## src/rtl/keypad_debounce_pkg.sv

```systemverilog
// Shared types and constants for the keypad / pushbutton input conditioner.
package keypad_debounce_pkg;

    localparam int unsigned NUM_KEYS             = 10;
    localparam int unsigned DEBOUNCE_CYC_DEFAULT = 50000;

    typedef enum logic [1:0] {
        IDLE     = 2'd0,
        DEBOUNCE = 2'd1,
        PRESSED  = 2'd2,
        RELEASE  = 2'd3
    } key_state_t;

    function automatic logic is_one_hot(input logic [NUM_KEYS-1:0] v);
        return (v != '0) && ((v & (v - NUM_KEYS'(1))) == '0);
    endfunction

endpackage

```

## src/rtl/keypad_debounce_cell.sv

```systemverilog
// Single-bit debouncer: 2-FF synchroniser, stability counter and registered output
// with a configurable reset level.
module keypad_debounce_cell
    import keypad_debounce_pkg::*;
#(
    parameter int unsigned DEBOUNCE_CYC = DEBOUNCE_CYC_DEFAULT,
    parameter int unsigned CNT_W        = 16,
    parameter logic        RST_VAL      = 1'b1
) (
    input  logic clk,
    input  logic resetn,
    input  logic raw,
    output logic level
);

    localparam logic [CNT_W-1:0] CNT_LAST = CNT_W'(DEBOUNCE_CYC - 1);

    logic [1:0]       sync;
    logic [CNT_W-1:0] cnt;

    // NOTE: all state here is sequential, so every assignment is non-blocking; blocking
    // assignments would let sync[1] see this cycle's sync[0] and collapse the synchroniser.
    always_ff @(posedge clk or negedge resetn) begin
        if (!resetn) begin
            sync  <= {2{RST_VAL}};
            cnt   <= '0;
            level <= RST_VAL;
        end else begin
            sync <= {sync[0], raw};
            if (sync[1] == level) begin
                cnt <= '0;
            end else if (cnt == CNT_LAST) begin
                level <= sync[1];
                cnt   <= '0;
            end else begin
                cnt <= cnt + CNT_W'(1);
            end
        end
    end

endmodule

```

## src/rtl/keypad_debounce.sv

```systemverilog
// Keypad and pushbutton conditioner: one-hot key pulses plus debounced active-low buttons.
// Define KEY_REPEAT_EN to enable auto-repeat of a held key.
module keypad_debounce
    import keypad_debounce_pkg::*;
#(
    parameter int unsigned DEBOUNCE_CYC   = DEBOUNCE_CYC_DEFAULT,
    parameter int unsigned CNT_W          = 16
`ifdef KEY_REPEAT_EN
    , parameter int unsigned REPEAT_DLY_CYC = 60000
    , parameter int unsigned REPEAT_PER_CYC = 20000
`endif
) (
    input  logic                clk,
    input  logic                resetn,
    input  logic [NUM_KEYS-1:0] keypad_raw,
    input  logic                startn_raw,
    input  logic                stopn_raw,
    input  logic                clearn_raw,
    output logic [NUM_KEYS-1:0] key_pulse,
    output logic                key_held,
    output logic                startn,
    output logic                stopn,
    output logic                clearn
);

    // The state-entry sample counts as the first stable cycle, hence the -2.
    localparam logic [CNT_W-1:0] DB_LAST = CNT_W'(DEBOUNCE_CYC - 2);

    logic [NUM_KEYS-1:0] key_s1;
    logic [NUM_KEYS-1:0] k;
    logic [NUM_KEYS-1:0] code;
    key_state_t          state;
    logic [CNT_W-1:0]    cnt;

`ifdef KEY_REPEAT_EN
    localparam logic [CNT_W-1:0] RPT_DLY_LAST = CNT_W'(REPEAT_DLY_CYC - 1);
    localparam logic [CNT_W-1:0] RPT_PER_LAST = CNT_W'(REPEAT_PER_CYC - 1);

    logic [CNT_W-1:0] rpt_cnt;
    logic             rpt_phase;
    logic [CNT_W-1:0] rpt_last;

    assign rpt_last = rpt_phase ? RPT_PER_LAST : RPT_DLY_LAST;
`endif

    always_ff @(posedge clk or negedge resetn) begin
        if (!resetn) begin
            key_s1    <= '0;
            k         <= '0;
            code      <= '0;
            state     <= IDLE;
            cnt       <= '0;
            key_pulse <= '0;
            key_held  <= 1'b0;
`ifdef KEY_REPEAT_EN
            rpt_cnt   <= '0;
            rpt_phase <= 1'b0;
`endif
        end else begin
            key_s1    <= keypad_raw;
            k         <= key_s1;
            key_pulse <= '0;
            case (state)
                IDLE: begin
                    if (is_one_hot(k)) begin
                        code  <= k;
                        cnt   <= '0;
                        state <= DEBOUNCE;
                    end
                end
                DEBOUNCE: begin
                    if (k != code) begin
                        state <= IDLE;
                    end else if (cnt == DB_LAST) begin
                        state     <= PRESSED;
                        key_pulse <= code;
                        key_held  <= 1'b1;
`ifdef KEY_REPEAT_EN
                        rpt_cnt   <= '0;
                        rpt_phase <= 1'b0;
`endif
                    end else begin
                        cnt <= cnt + CNT_W'(1);
                    end
                end
                PRESSED: begin
                    if (k == '0) begin
                        cnt   <= '0;
                        state <= RELEASE;
                    end
`ifdef KEY_REPEAT_EN
                    else if (rpt_cnt == rpt_last) begin
                        key_pulse <= code;
                        rpt_cnt   <= '0;
                        rpt_phase <= 1'b1;
                    end else begin
                        rpt_cnt <= rpt_cnt + CNT_W'(1);
                    end
`endif
                end
                RELEASE: begin
                    if (k != '0) begin
                        state <= PRESSED;
`ifdef KEY_REPEAT_EN
                        rpt_cnt   <= '0;
                        rpt_phase <= 1'b0;
`endif
                    end else if (cnt == DB_LAST) begin
                        state    <= IDLE;
                        key_held <= 1'b0;
                    end else begin
                        cnt <= cnt + CNT_W'(1);
                    end
                end
                default: state <= IDLE;
            endcase
        end
    end

    keypad_debounce_cell #(.DEBOUNCE_CYC(DEBOUNCE_CYC), .CNT_W(CNT_W), .RST_VAL(1'b1)) u_start (
        .clk(clk), .resetn(resetn), .raw(startn_raw), .level(startn)
    );
    keypad_debounce_cell #(.DEBOUNCE_CYC(DEBOUNCE_CYC), .CNT_W(CNT_W), .RST_VAL(1'b1)) u_stop (
        .clk(clk), .resetn(resetn), .raw(stopn_raw), .level(stopn)
    );
    keypad_debounce_cell #(.DEBOUNCE_CYC(DEBOUNCE_CYC), .CNT_W(CNT_W), .RST_VAL(1'b1)) u_clear (
        .clk(clk), .resetn(resetn), .raw(clearn_raw), .level(clearn)
    );

endmodule

```

## config.mk

```make
export PLATFORM = sky130hd
export DESIGN_NAME = keypad_debounce
export DESIGN_NICKNAME = d
export VERILOG_FILES = /design/src/rtl/keypad_debounce_pkg.sv /design/src/rtl/keypad_debounce_cell.sv /design/src/rtl/keypad_debounce.sv
export SDC_FILE = /design/constraint.sdc
export NUM_CORES = 1
export LEC_CHECK = 0
export CAP_MARGIN = 20
export CELL_PAD_IN_SITES_DETAIL_PLACEMENT = 0
export CELL_PAD_IN_SITES_GLOBAL_PLACEMENT = 2
export CORE_MARGIN = 8
export CORE_UTILIZATION = 36
export DETAILED_ROUTE_END_ITERATION = 8
export GPL_ROUTABILITY_DRIVEN = 0
export PLACE_DENSITY = 0.74
export SYNTH_ARGS = -nofsm -noshare
export SYNTH_HDL_FRONTEND = slang
export SYNTH_SLANG_ARGS = --single-unit
export TNS_END_PERCENT = 5
```

## constraint.sdc

```tcl
create_clock -name clk -period 2.2 [get_ports clk]
set_input_delay 0.22 -clock clk [delete_from_list [all_inputs] [get_ports clk]]
set_output_delay 0.22 -clock clk [all_outputs]
set_load 0.1 [all_outputs]
```

== Word level (Yosys, flattened, before mapping) ==
Cells that the tools add are included.

* ROM bits: 0
* Input bits: 15
* Output and inout bits: 14
* Bits in registers: 116
* Bits in latches: 0
* Logic and storage cells: 84
* Memories kept: 0
* RAM bits: 0

* Div/mod/pow operators: 0
* Bitwise operators: 4
* Muxes and demuxes: 27
* Multipliers: 0
* Add/sub/neg operators: 5
* Reductions and logical operators: 13
* Eq/ne operators: 19
* $lt $le $gt $ge: 0
* Shifts and indexed selects: 0

{| class="wikitable"
|+ Operators by type and width
! cell !! number
|-
| 2-to-1 mux 16 bit || 11
|-
| adder 16 x 1 -> 16 bit (second input constant) || 4
|-
| == test 16 bit (second input constant) || 4
|-
| case mux 16 bit (4 select lines) || 1
|-
| 2-to-1 mux 10 bit || 3
|-
| zero test 10 bit || 2
|-
| 2-to-1 mux 2 bit || 6
|-
| inequality test 2 bit (second input constant) || 6
|-
| AND 10 bit || 1
|-
| inequality test 10 bit || 1
|-
| nonzero test 10 bit || 1
|-
| subtractor 10 x 1 -> 10 bit (second input constant) || 1
|-
| case mux 2 bit (4 select lines) || 1
|-
| AND reduction 2 bit || 4
|-
| AND reduction 4 bit || 2
|-
| inequality test 3 bit (second input constant) || 2
|-
| AND reduction 5 bit || 1
|-
| == test 2 bit (second input constant) || 2
|-
| 2-to-1 mux 1 bit || 4
|-
| == test 1 bit || 3
|-
| NOT 1 bit || 3
|-
| == test 2 x 1 -> 1 bit (second input constant) || 1
|-
| zero test 2 bit || 1
|-
| case mux 1 bit (2 select lines) || 1
|-
| other kinds (2) || 2
|}

== Longest topological paths before layout ==
* Word-level depth: 6
* Depth in mapped cells: 8
* Gate-level depth less buffers: 8

== By module ==
Synthesis repeated with hierarchy kept, for this count alone.

* Cell total of the unflattened synthesis: 455
* Area, all modules: 5298.8 um2

{| class="wikitable"
|+ Modules (own cells, without submodules)
! module !! cells an instance !! times used !! area each (um2)
|-
| keypad_debounce_cell || 84 || 3 || 899.6
|-
| keypad_debounce || 203 || 1 || 2600.0
|}

== Least setup slack after synthesis ==
No wires, ideal clock.

* Path type: register to register
* Start point: register k[0]
* End point: register cnt[14]
* Buffers on the path: 0
* Arrival time: 2.049 ns
* Stages on the path, launching flop included: 7
* Slack: 0.026 ns
* Setup time: 0.126 ns
* Cells stage by stage: dfrtp_1 or4_4 nor4_1 a21oi_1 a31oi_4 o21ai_4 a221o_1

* Cells in the longest elaborated chain, start to end: 6
* Elaborated cells between the ends (all ways): 12
* Those cells by class: 1 x add/sub; 5 x eq/ne; 1 x bitwise; 5 x reduce/logical

{| class="wikitable"
|+ RTL lines
! item !! line !! RTL
|-
| from (decl) || keypad_debounce.sv:30 || <nowiki>logic [NUM_KEYS-1:0] k;</nowiki>
|-
| from (signal assigned) || keypad_debounce.sv:61 || <nowiki>k <= key_s1;</nowiki>
|-
| subtractor 10 x 1 -> 10 bit || keypad_debounce_pkg.sv:15 || <nowiki>return (v != '0) && ((v & (v - NUM_KEYS'(1))) == '0);</nowiki>
|-
| AND 10 bit || keypad_debounce_pkg.sv:15 ||
|-
| zero test 10 bit || keypad_debounce_pkg.sv:15 ||
|-
| logical AND 1 bit || keypad_debounce_pkg.sv:15 ||
|-
| inequality test 2 bit (no line) || n/a ||
|-
| AND reduction 4 bit (no line) (*) || n/a ||
|-
| to (signal assigned) || keypad_debounce.sv:83 || <nowiki>cnt <= cnt + CNT_W'(1);</nowiki>
|-
| to (signal assigned) || keypad_debounce.sv:112 || <nowiki>cnt <= cnt + CNT_W'(1);</nowiki>
|-
| to (decl) || keypad_debounce.sv:33 || <nowiki>logic [CNT_W-1:0] cnt;</nowiki>
|}

Every way passes the cells marked *; elsewhere a longest branch is shown, timed or not.
A chain may end at the register's enable or synchronous reset.

== Final worst setup path ==
Same ends and word-level chain as after synthesis.

==> flow_summary.toml <==
[status]
status = "finished, violations left"
violations = "negative setup slack"

[synth]
ys_warn_count = 0
synth_mux_area_share_pct = 3.012
ys_seq_area_share_pct = 55.68
synth-main-ff-cell = "dfrtp_1"
ys_top_cells_by_area = "dfrtp_1 (51%), xor2_1 (6.7%), nor2_1 (4.7%), dfstp_2 (4.5%), mux2_2 (3.0%)"
synth_common_cells = "dfrtp_1 (107), nor2_1 (66), nand2_1 (40), xor2_1 (40), nand3_1 (24)"
netlist_instances = 477
syn_avg_cell_area_sq_um = 10.97
synth_fp_nets = 497
async_flop_share_pct = 100.0
yosysMostFrequentCell = "dfrtp_1"
synth_fa_ha_area_share_pct = 1.387
synth-edff-count = 0
yosys.area_share.simple_pct = 22.09
syn_area_sq_um = 5234
synth_top_family_by_area = "simple AND/OR/NAND/NOR gates"
synth_top_area_share_pct = 51.16
synth.distinct_cells = 50
synth-compound-area-share_pct = 6.598
synth_xor_xnor_area_share_pct = 9.371
synth_top_area_cell = "dfrtp_1"
synth_seq_cells = 116

[routing]
drt_wl_total_mm = 10.43
drt_iter0_drc = 187
drtPass1Iterations = 4
drc = 0
num_vias = 3604
via_per_inst = 4.831
postRouteAntennaNets = 0
routedWlPerCell_um = 13.98

[setup_path]
slowest_stage = "or4_4"
critPathKind = "flop to flop"
required_ns = 2.49
cp-start-kind = "flop"
critical_path.top_delay_family = "compound AO/OA/AOI/OAI gates"
cp_cell_sequence = "or4_4, nor4_1, a21oi_1, a31oi_4, o21ai_4, a221o_1"
r2r_start = "k[0]"
cpPeakStageDelay_ns = 0.59
critical_path.startpoint = "k[0]"
critical_path.max_fanout = 10
crit_buf_inv = 0
arrival_ns = 2.58
cp-end-kind = "flop"

[timing]
finalHoldViolCount = 0
max_freq_ghz = 0.4372
fin_ws_ns = -0.08728
max_slew_margin_pct = 63.91
finalCritPeriodShare_pct = 104.0
drv_slew = 0
hold_ws_ns = 0.2073
rsz0062_at_grt = "true"
finalCriticalPeriod_ns = 2.287
setup_violations = 16
tightest_slew_ns = 0.5413
clock_skew_ns = 0.009885
setup_tns_ns = -0.5520

[flow_run]
cap_violations = 0

[die]
io_pins = 29
dieWidth_um = 136.6
die_h_um = 136.6
start_util_pct = 36.42
num_rows = 44
dieArea_sq_um = 18650
core-area_sq_um = 14370

[pwr]
power_density_nw_per_um2 = 787.6
vdd_drop_max_mv = 0.6385
power.leakage_uw = 0.002891
total_power_uw = 5142

[placed_design]
hpwl_mm = 7.219
port_buffers = 28
pre_cts_slack_ns = -0.06561

[finish]
final_core_util_pct = 45.44
drive_gt1_share_pct = 23.49
nets = 569
syn2layout_area_growth_pct = 24.74
antennaDiodeCount = 0

[global_routing]
grt.overflow.total = 0
grt_max_degree = 46
track_usage_pct = 12.55
grt_pass1_vias = 3636
antenna_found_initial = 0
grt_pass1_wl_mm = 18.22

[clock_tree]
cts_buffers = 17
clockBufferDepth = 2
worst_skew_pair.late_latency_ns = 0.42
tritoncts = "done"
cts_root_buf = "clkbuf_16"
clkSinkCount = 116
clkTransAtPathRegs_ns = 0.06
postCtsSetupBuffers = 0
cts.htree.levels = 4

[hold_path]
hp-start = "clearn_raw"
hold_path_class = "input pin to flop"
-- sequential cells by signal, summed over array words and instances (netlist names) --
register / cells
u_stop.level: 1
state: 2
u_clear.sync: 2
u_start.level: 1
u_clear.cnt: 16
key_pulse: 10
code: 10
u_stop.cnt: 16
u_start.cnt: 16
key_s1: 10
u_clear.level: 1
u_start.sync: 2
k: 10
key_held: 1
u_stop.sync: 2
cnt: 16
-- per-stage QoR --
step                instance area [sq um]  instances
global route                         6529        746
finish                               6529        746
global placement                     5922        713
floorplan                            5234        477
CTS                                  6518        746
detailed placement                   5922        713
-- placed cells by master (no fill, tap or decap), drive strengths merged, types with 2 or more instances in the layout --
cell type      count
bufinv             2
and4b              2
nand2             40
a21oi              7
clkinvlp           4
o21ba              2
ha                 5
inv               14
dfstp              9
mux2              14
or2                8
dfrtp            107
o21ai             14
nand4             10
a221o              2
nand3             24
xor2              40
nand3b             2
nor3              14
nor2              67
nor4b              2
and3               9
buf               49
clkinv             6
and2              12
xnor2             16
or3                5
clkdlybuf4s50     13
nor3b              2
nor4              12
o22a               3
clkbuf            18
nand2b             3
and4               6
a22o               8
-- worst register-to-register path: stages, from the launching register on --
cell and delay [ns]:
dfrtp_1 0.37, or4_4 0.59, nor4_1 0.30, a21oi_1 0.15
a31oi_4 0.25, o21ai_4 0.13, a221o_1 0.37
-- what timing repair did --
action,in CTS,in global routing
setup endpoints to repair,22,27
hold buffers,1,0
pin swaps,4,0
endpoints found under the hold margin,37,0
resized for setup,0,3
-- metal layers --
metal | track usage, % | part of all wire (%) | up-vias
met4 | 5.247 | 1.5 | 0
met3 | 4.809 | 4.4 | 11
met2 | 17.38 | 44 | 56
li1 | - | - | 1792
met1 | 17.09 | 50 | 1745
met5 | 0 | 0 | -
-- report_power, final --
group	internal, uW	total (uW)	leakage [uW]	switching (uW)
combinational	98.6	214	0.00109	115
sequential	2200	2250	0.00153	45.8
clock	1670	2680	0.000273	1010
total	3970	5140	0.00289	1170
-- final cells by class --
| cell class | count | area [sq um] |
|---|---|---|
| Fill cell | 1342 | 7840 |
| Sequential cell | 116 | 2914 |
| Multi-Input combinational cell | 339 | 2233 |
| Timing Repair Buffer | 63 | 520.5 |
| Clock buffer | 18 | 429.2 |
| Tap cell | 184 | 230.2 |
| Clock inverter | 14 | 156.4 |
| Inverter | 12 | 45.04 |
-- kinds of logic (layout without fill, tap and decap cells) --
family | after synthesis | in the layout
simple gates | 221 | 221
flops | 116 | 116
xor+xnor | 56 | 56
compound gates | 42 | 42
buf+inv | 22 | 107
mux | 14 | 14
fa+ha+maj | 6 | 6
-- final timing paths --
kind	endpoint	slack (ns)	cells after the start
worst min-delay path	u_clear.sync[0]	0.21	1
worst min register to register	k[8]	0.35	0
min in group asynchronous	cnt[9]	0.35	2
max in group asynchronous	u_stop.level	1.16	3
worst max-delay path	cnt[14]	-0.09	6
worst max register to register	cnt[14]	-0.09	6
Note: power is estimated with default switching activity, not from simulation.
